==> src/rtl/bitwise_lu_seq.sv <==
// Multi-cycle bitwise logic unit: processes CHUNK bits of a/b per cycle over WIDTH/CHUNK RUN cycles.
// Optional result-is-zero flag enabled by defining BITWISE_LU_ZERO_FLAG_EN.
module bitwise_lu_seq #(
  parameter int WIDTH = 32,
  parameter int CHUNK = 8
) (
  input  logic             clk,
  input  logic             rst,
  input  logic             start,
  input  logic [1:0]       op,
  input  logic [WIDTH-1:0] a,
  input  logic [WIDTH-1:0] b,
  output logic             busy,
  output logic             done,
  output logic [WIDTH-1:0] result,
  output logic             zero
);

  localparam int N  = WIDTH / CHUNK;
  localparam int CW = (N > 0) ? $clog2(N + 1) : 1;

  localparam logic [1:0] IDLE = 2'd0;
  localparam logic [1:0] RUN  = 2'd1;
  localparam logic [1:0] DONE = 2'd2;

  localparam logic [1:0] OP_AND = 2'b00;
  localparam logic [1:0] OP_OR  = 2'b01;
  localparam logic [1:0] OP_XOR = 2'b10;

  if ((WIDTH % CHUNK) != 0 || CHUNK < 1) begin : g_bad_params
    $error("bitwise_lu_seq: WIDTH must be a positive multiple of CHUNK");
  end

  logic [1:0]       state;
  logic [CW-1:0]    cnt;
  logic [WIDTH-1:0] a_q;
  logic [WIDTH-1:0] b_q;
  logic [1:0]       op_q;
  logic [31:0]      off;
  logic [CHUNK-1:0] a_sl;
  logic [CHUNK-1:0] b_sl;
  logic [CHUNK-1:0] r_sl;
  logic [WIDTH-1:0] next_result;
  logic             accept;
  logic             last;

  assign accept = start && (state != RUN);
  assign last   = (cnt == CW'(N - 1));
  assign busy   = (state == RUN);
  assign done   = (state == DONE);

  // Current slice of the latched operands and the result with that slice replaced.
  always_comb begin
    off  = 32'(cnt) * 32'(CHUNK);
    a_sl = a_q[off +: CHUNK];
    b_sl = b_q[off +: CHUNK];
    case (op_q)
      OP_AND:  r_sl = a_sl & b_sl;
      OP_OR:   r_sl = a_sl | b_sl;
      OP_XOR:  r_sl = a_sl ^ b_sl;
      default: r_sl = ~(a_sl | b_sl);
    endcase
    next_result = result;
    next_result[off +: CHUNK] = r_sl;
  end

  always_ff @(posedge clk or posedge rst) begin
    if (rst) begin
      state  <= IDLE;
      cnt    <= '0;
      a_q    <= '0;
      b_q    <= '0;
      op_q   <= OP_AND;
      result <= '0;
    end else begin
      case (state)
        RUN: begin
          result <= next_result;
          if (last) begin
            cnt   <= '0;
            state <= DONE;
          end else begin
            cnt <= cnt + CW'(1);
          end
        end
        default: begin
          // IDLE and DONE both accept a new request; DONE otherwise falls back to IDLE.
          if (accept) begin
            a_q   <= a;
            b_q   <= b;
            op_q  <= op;
            cnt   <= '0;
            state <= RUN;
          end else begin
            state <= IDLE;
          end
        end
      endcase
    end
  end

`ifdef BITWISE_LU_ZERO_FLAG_EN
  logic zero_q;

  // Flag captured from the completed result on entry to DONE, cleared by the next accepted start.
  always_ff @(posedge clk or posedge rst) begin
    if (rst) begin
      zero_q <= 1'b0;
    end else if (accept) begin
      zero_q <= 1'b0;
    end else if (state == RUN && last) begin
      zero_q <= (next_result == '0);
    end
  end

  assign zero = zero_q;
`else
  assign zero = 1'b0;
`endif

endmodule

==> config.mk <==
export PLATFORM = sky130hd
export DESIGN_NAME = bitwise_lu_seq
export DESIGN_NICKNAME = d
export VERILOG_FILES = /design/src/rtl/bitwise_lu_seq.sv
export SDC_FILE = /design/constraint.sdc
export NUM_CORES = 1
export LEC_CHECK = 0
export BUFFER_PORTS_ARGS = -buffer_cell sky130_fd_sc_hd__buf_4
export CORE_ASPECT_RATIO = 0.5
export CORE_MARGIN = 3
export CORE_UTILIZATION = 60
export DETAILED_ROUTE_END_ITERATION = 7
export PLACE_DENSITY = 0.86
export SYNTH_ARGS = -nofsm -noshare
export SYNTH_HDL_FRONTEND = slang
export SYNTH_SLANG_ARGS = --single-unit
==> constraint.sdc <==
create_clock -name clk -period 10.1 [get_ports clk]
set_clock_uncertainty 0.05 [all_clocks]
set_input_delay 2.02 -clock clk [delete_from_list [all_inputs] [get_ports clk]]
set_output_delay 2.02 -clock clk [all_outputs]
set_load 0.01 [all_outputs]
== Word-level counts from Yosys, hierarchy flattened ==
Cells that the tools add are included.
Word-level totals
  register bits after elaboration: 103
  input port bits: 69
  output and inout port bits: 35
  logic and storage cells: 36
Cells by class
  add/subtract/negate cells: 2
  equality and inequality tests: 7
  shifts and indexed selects: 4
  multiplexer cells: 8
  bitwise operators: 5
  reductions and logical operators: 4
Operators with widths (number)
  $shiftx 32x7->8: 2
  $neg 6->34: 1
  $shift 8x34->32 const A: 1
  $shiftx 8x34->32: 1
  $bwmux 32: 1
  $pmux 8 s3: 1
  $mux 3: 3
  $and 8x8->8: 1
  $not 8->8: 1
  $or 8x8->8: 1
  $xor 8x8->8: 1
  $eq 2x1->1 const B: 2
  $eq 2x2->1 const B: 2
  $mux 2: 2
  $ne 2x1->1 const B: 2
  $add 3x1->3 const B: 1
  $eq 3x2->1 const B: 1
  $logic_not 2->1: 1
  $reduce_and 2->1: 1
  $reduce_bool 2->1: 1
  $logic_and 1x1->1: 1
  $mux 1: 1
  $not 1->1: 1

== Logic depth before layout (Yosys ltp) ==
  depth after elaboration: 6
  gate-level depth with buffers: 9
  mapped depth without buffers: 7

== Worst setup path before layout ==
Ideal clock, no wire load.
  path type: input port to flip-flop
  start: input start
  end: register a_q[0]
  setup time: 0.125 ns
  arrival time: 2.717 ns
  data required time: 9.925 ns
  setup slack: 7.208 ns
  stages on the path: 4
  path buffers: 2
  path through: nand2_1 buf_6 buf_6 mux2_2
On the way
  word-level cells in the longest chain between the ends: 2
Ends and longest elaborated chain
  from (decl): RTL line 9  | input logic start,
  $logic_and 1x1->1: RTL line 47  | assign accept = start && (state != RUN);
  $reduce_and 2->1 (no line)
  to (signal assigned): RTL line 71  | a_q <= '0;
  to (signal assigned): RTL line 89  | a_q <= a;
  to (decl): RTL line 36  | logic [WIDTH-1:0] a_q;
Every way passes these cells.
A chain may end at the register's enable or synchronous reset.

== Worst setup path after layout ==
  start: register state[1]
  end: output busy
On the way
  word-level cells in the longest chain between the ends: 1
Ends and longest elaborated chain
  from (decl): RTL line 34  | logic [1:0] state;
  from (signal assigned): RTL line 69  | state <= IDLE;
  from (signal assigned): RTL line 81  | state <= DONE;
  from (signal assigned): RTL line 93  | state <= RUN;
  $eq 2x1->1: RTL line 49  | assign busy = (state == RUN);
  to (decl): RTL line 13  | output logic busy,
Every way passes these cells.

==> metrics.md <==
| Metric | Value |
|---|---|
| R2r worst-path depth | 7 |
| Via density | 5.693 |
| First-pass GRT wire length | 17510 um |
| Peak Freq | 0.2986 GHz |
| Detailed Routing Iterations Pass 1 | 4 |
| 1st-iter DRT viols | 205 |
| Setup crit end kind | output port |
| Worst EP arrival | 1.28 ns |
| Synth warn | 0 |
| Final GP Congestion | 0.7393 |
| CTS H-tree depth | 3 |
| Hold Path Sink | result[31] |
| Syn nets | 480 |
| Routed WL | 10800 um |
| Synthesized flop and latch total | 103 |
| Measured slew at the worst slew-check pin | 0.8483 ns |
| CTS buffer count | 9 |
| Worst min-delay path startpoint | result[31] |
| Post-placement cell area | 5963 um2 |
| Mapped Cells | 389 |
| Yosys top cell area share | 0.4965 |
| Input/output buffers | 102 |
| Initial antenna violation count | 0 |
| Synth-to-Final Area Change | 20.44% |
| Clock-pin slew on the worst setup and hold paths | 0.07 ns |
| Max-slew headroom | 0.4345 |
| Final Cycle Share | 0.3316 |
| All-Layer GR Usage | 0.2341 |
| Worst hold path type | reg2reg |
| Final setup violation count | 0 |
| Mean routed wirelength per cell | 18.12 um |
| Hold buffers post-CTS | 0 |
| Final non-filler cell area | 6252 um2 |
| Post-Syn Area | 5191 um2 |
| Pin count of the biggest net entering global routing | 68 |
| Vias in the first global route | 3428 |
| RSZ-0062 raised after global routing | no |
| Starting density of the core | 0.6330 |
| Max-slew violations | 0 |
| Ys async rst share | 1.000 |
| Layout cells sized above 1 | 0.4442 |
| Clock Latency Late Sink | 0.35 ns |
| Synth cell types | 34 |
| Status | finished, final reports clean |
| Post-CTS Resized | 0 |
| Final Hold Viols | 0 |
| Std-Cell Rows | 23 |
| Setup repair bufs after CTS | 0 |
| Reg2reg start | cnt[0] |
| DIE WIDTH | 137.5 um |
| # IOs | 104 |
| Final HPWL DP | 7713 um |
| Number of diodes | 0 |
| Worst-path fanout max | 6 |
| Antenna Violating Nets Remaining | 0 |
| Die height | 71.78 um |
| Post-synthesis sequential area ratio | 0.4965 |
| Hold depth | 2 |
| Die area | 9872 um2 |
| PwrDens | 341.5 nW/um2 |
| Cell taking the most area after synthesis | dfrtp_1 |
| Total grt overflow | 0 |
| Number of synthesized flops with an enable pin | 0 |
| Critical path class | reg2out |
| CP required | 8.03 ns |
| Mapped Avg Cell Area | 13.35 um2 |
| Nets@finish | 570 |
| Root Buffer | clkbuf_16 |
| FF-to-FF End | result[10] |
| Startpoint types | flip-flop |
| Fill count | 524 |
| Max-cap violations | 0 |
| LEAKAGE | 3.017 nW |
| Period minus WS final | 3.349 ns |
| Vias | 3393 |
| TritonCTS clock tree | yes |
| CTS Sinks | 103 |
| Worst-case vdd ir drop | 0.1529 mV |
| Clock Tree Buf Depth | 2 |
| Reg2Reg Setup Slack | 7.14 ns |
| DRC viols | 0 |
| Synth area leaders | dfrtp_1 (50%), mux2_2 (16%), mux2i_1 (6.2%), ha_1 (5.3%), a211oi_1 (4.6%) |
| Setup_tns | 0 ns |
| Area of the core | 8202 um2 |
| Top FF cell, synth | dfrtp_1 |
==> worst max-delay path, cell delays in order, from the launching register on <==
cell      delay (ns)
dfrtp_1         0.42
nand2b_1        0.21
inv_1           0.16
buf_4           0.14
==> per-stage QoR <==
step / instances / hold slack [ns] / worst slack (ns) / utilization / power (W)
after CTS: 596 / 0.4416 / 6.730 / 0.7623 / 0.002148
final: 596 / 0.4461 / 6.751 / 0.7623 / 0.002135
after global placement: 580 / 0.4251 / 6.666 / 0.7271 / 0.001755
after floorplan: 389 / 0.4210 / 5.326 / - / 0.001512
after detailed placement: 580 / 0.4216 / 6.640 / 0.7271 / 0.001805
after global routing: 596 / 0.4598 / 6.650 / 0.7623 / 0.002296
==> area by class of cell <==
type                       count  area [um2]  area share
multi-input combinational    252        2416      0.3864
timing repair buffer         107       803.3      0.1285
tap                          112       140.1     0.02241
clock inverter                 6       50.05    0.008005
clock buffer                  10       239.0     0.03822
sequential                   103        2579      0.4124
inverter                       6       25.02    0.004002
==> worst max-delay path by stage <==
stage	from	cells after the start	end
CTS	state[1]	3	busy
detailed placement	start	4	a_q[22]
finish	state[1]	3	busy
floorplan	rst	1	a_q[0]
global placement	start	4	b_q[17]
global route	state[1]	3	busy
==> placed cells by master, fill, tap and decap left out, types with 2 or more instances in the layout <==
master / Yosys / layout
a211o_1: 16 / 16
a211oi_1: 32 / 32
a22o_1: 15 / 15
a22o_2: 7 / 7
buf_4: 7 / 107
clkbuf_16: 0 / 9
clkinvlp_4: 0 / 2
dfrtp_1: 103 / 102
ha_1: 22 / 22
inv_1: 6 / 5
inv_6: 0 / 3
mux2_2: 74 / 74
mux2i_1: 32 / 32
nand2_1: 6 / 5
nand2b_1: 2 / 2
nand4b_2: 2 / 2
nor2_1: 5 / 5
nor2b_1: 17 / 17
o31ai_1: 2 / 2
xor2_1: 7 / 7
==> flip-flops by register name (all words and copies together) (netlist names) <==
name,flops
state,2
b_q,32
op_q,2
result,32
cnt,3
a_q,32
==> where the power goes <==
part	total (W)	internal, W	leakage, nW	switching (W)
sequential	0.000727	0.000603	1.27	0.000125
clock	0.000335	0.000177	0.136	0.000158
combinational	0.00107	0.000529	1.61	0.000544
==> per-layer routing <==
layer | wire length, um | track usage
met1 | 4900 | 0.3210
met2 | 5077 | 0.3790
met3 | 736 | 0.06381
met4 | 85 | 0.04978
met5 | 0 | 0
==> cells in the mapped netlist, types with 2 or more instances <==
library cell	instances
clkbuf_1	8
ha_1	22
mux2_2	74
nor2b_1	17
nand4b_2	2
nand2b_1	2
a22o_2	7
xor2_1	7
a22o_1	15
inv_1	6
nand2_1	6
a211oi_1	32
o31ai_1	2
buf_4	7
a211o_1	16
mux2i_1	32
nor2_1	5
buf_2	7
dfrtp_1	103
buf_6	5
==> cell families after synthesis <==
group / after synthesis / synth area share
AOI/OAI and AO/OA: 74 / 0.1176
xor gates and xnor gates: 8 / 0.01350
adders and majority gates: 22 / 0.05302
buffers and inverters: 34 / 0.03856
DFF: 103 / 0.4965
muxes: 106 / 0.2222
other: 1 / 0.0007224
and+or+nand+nor: 41 / 0.05784
Power figures use the tool's default switching activity.
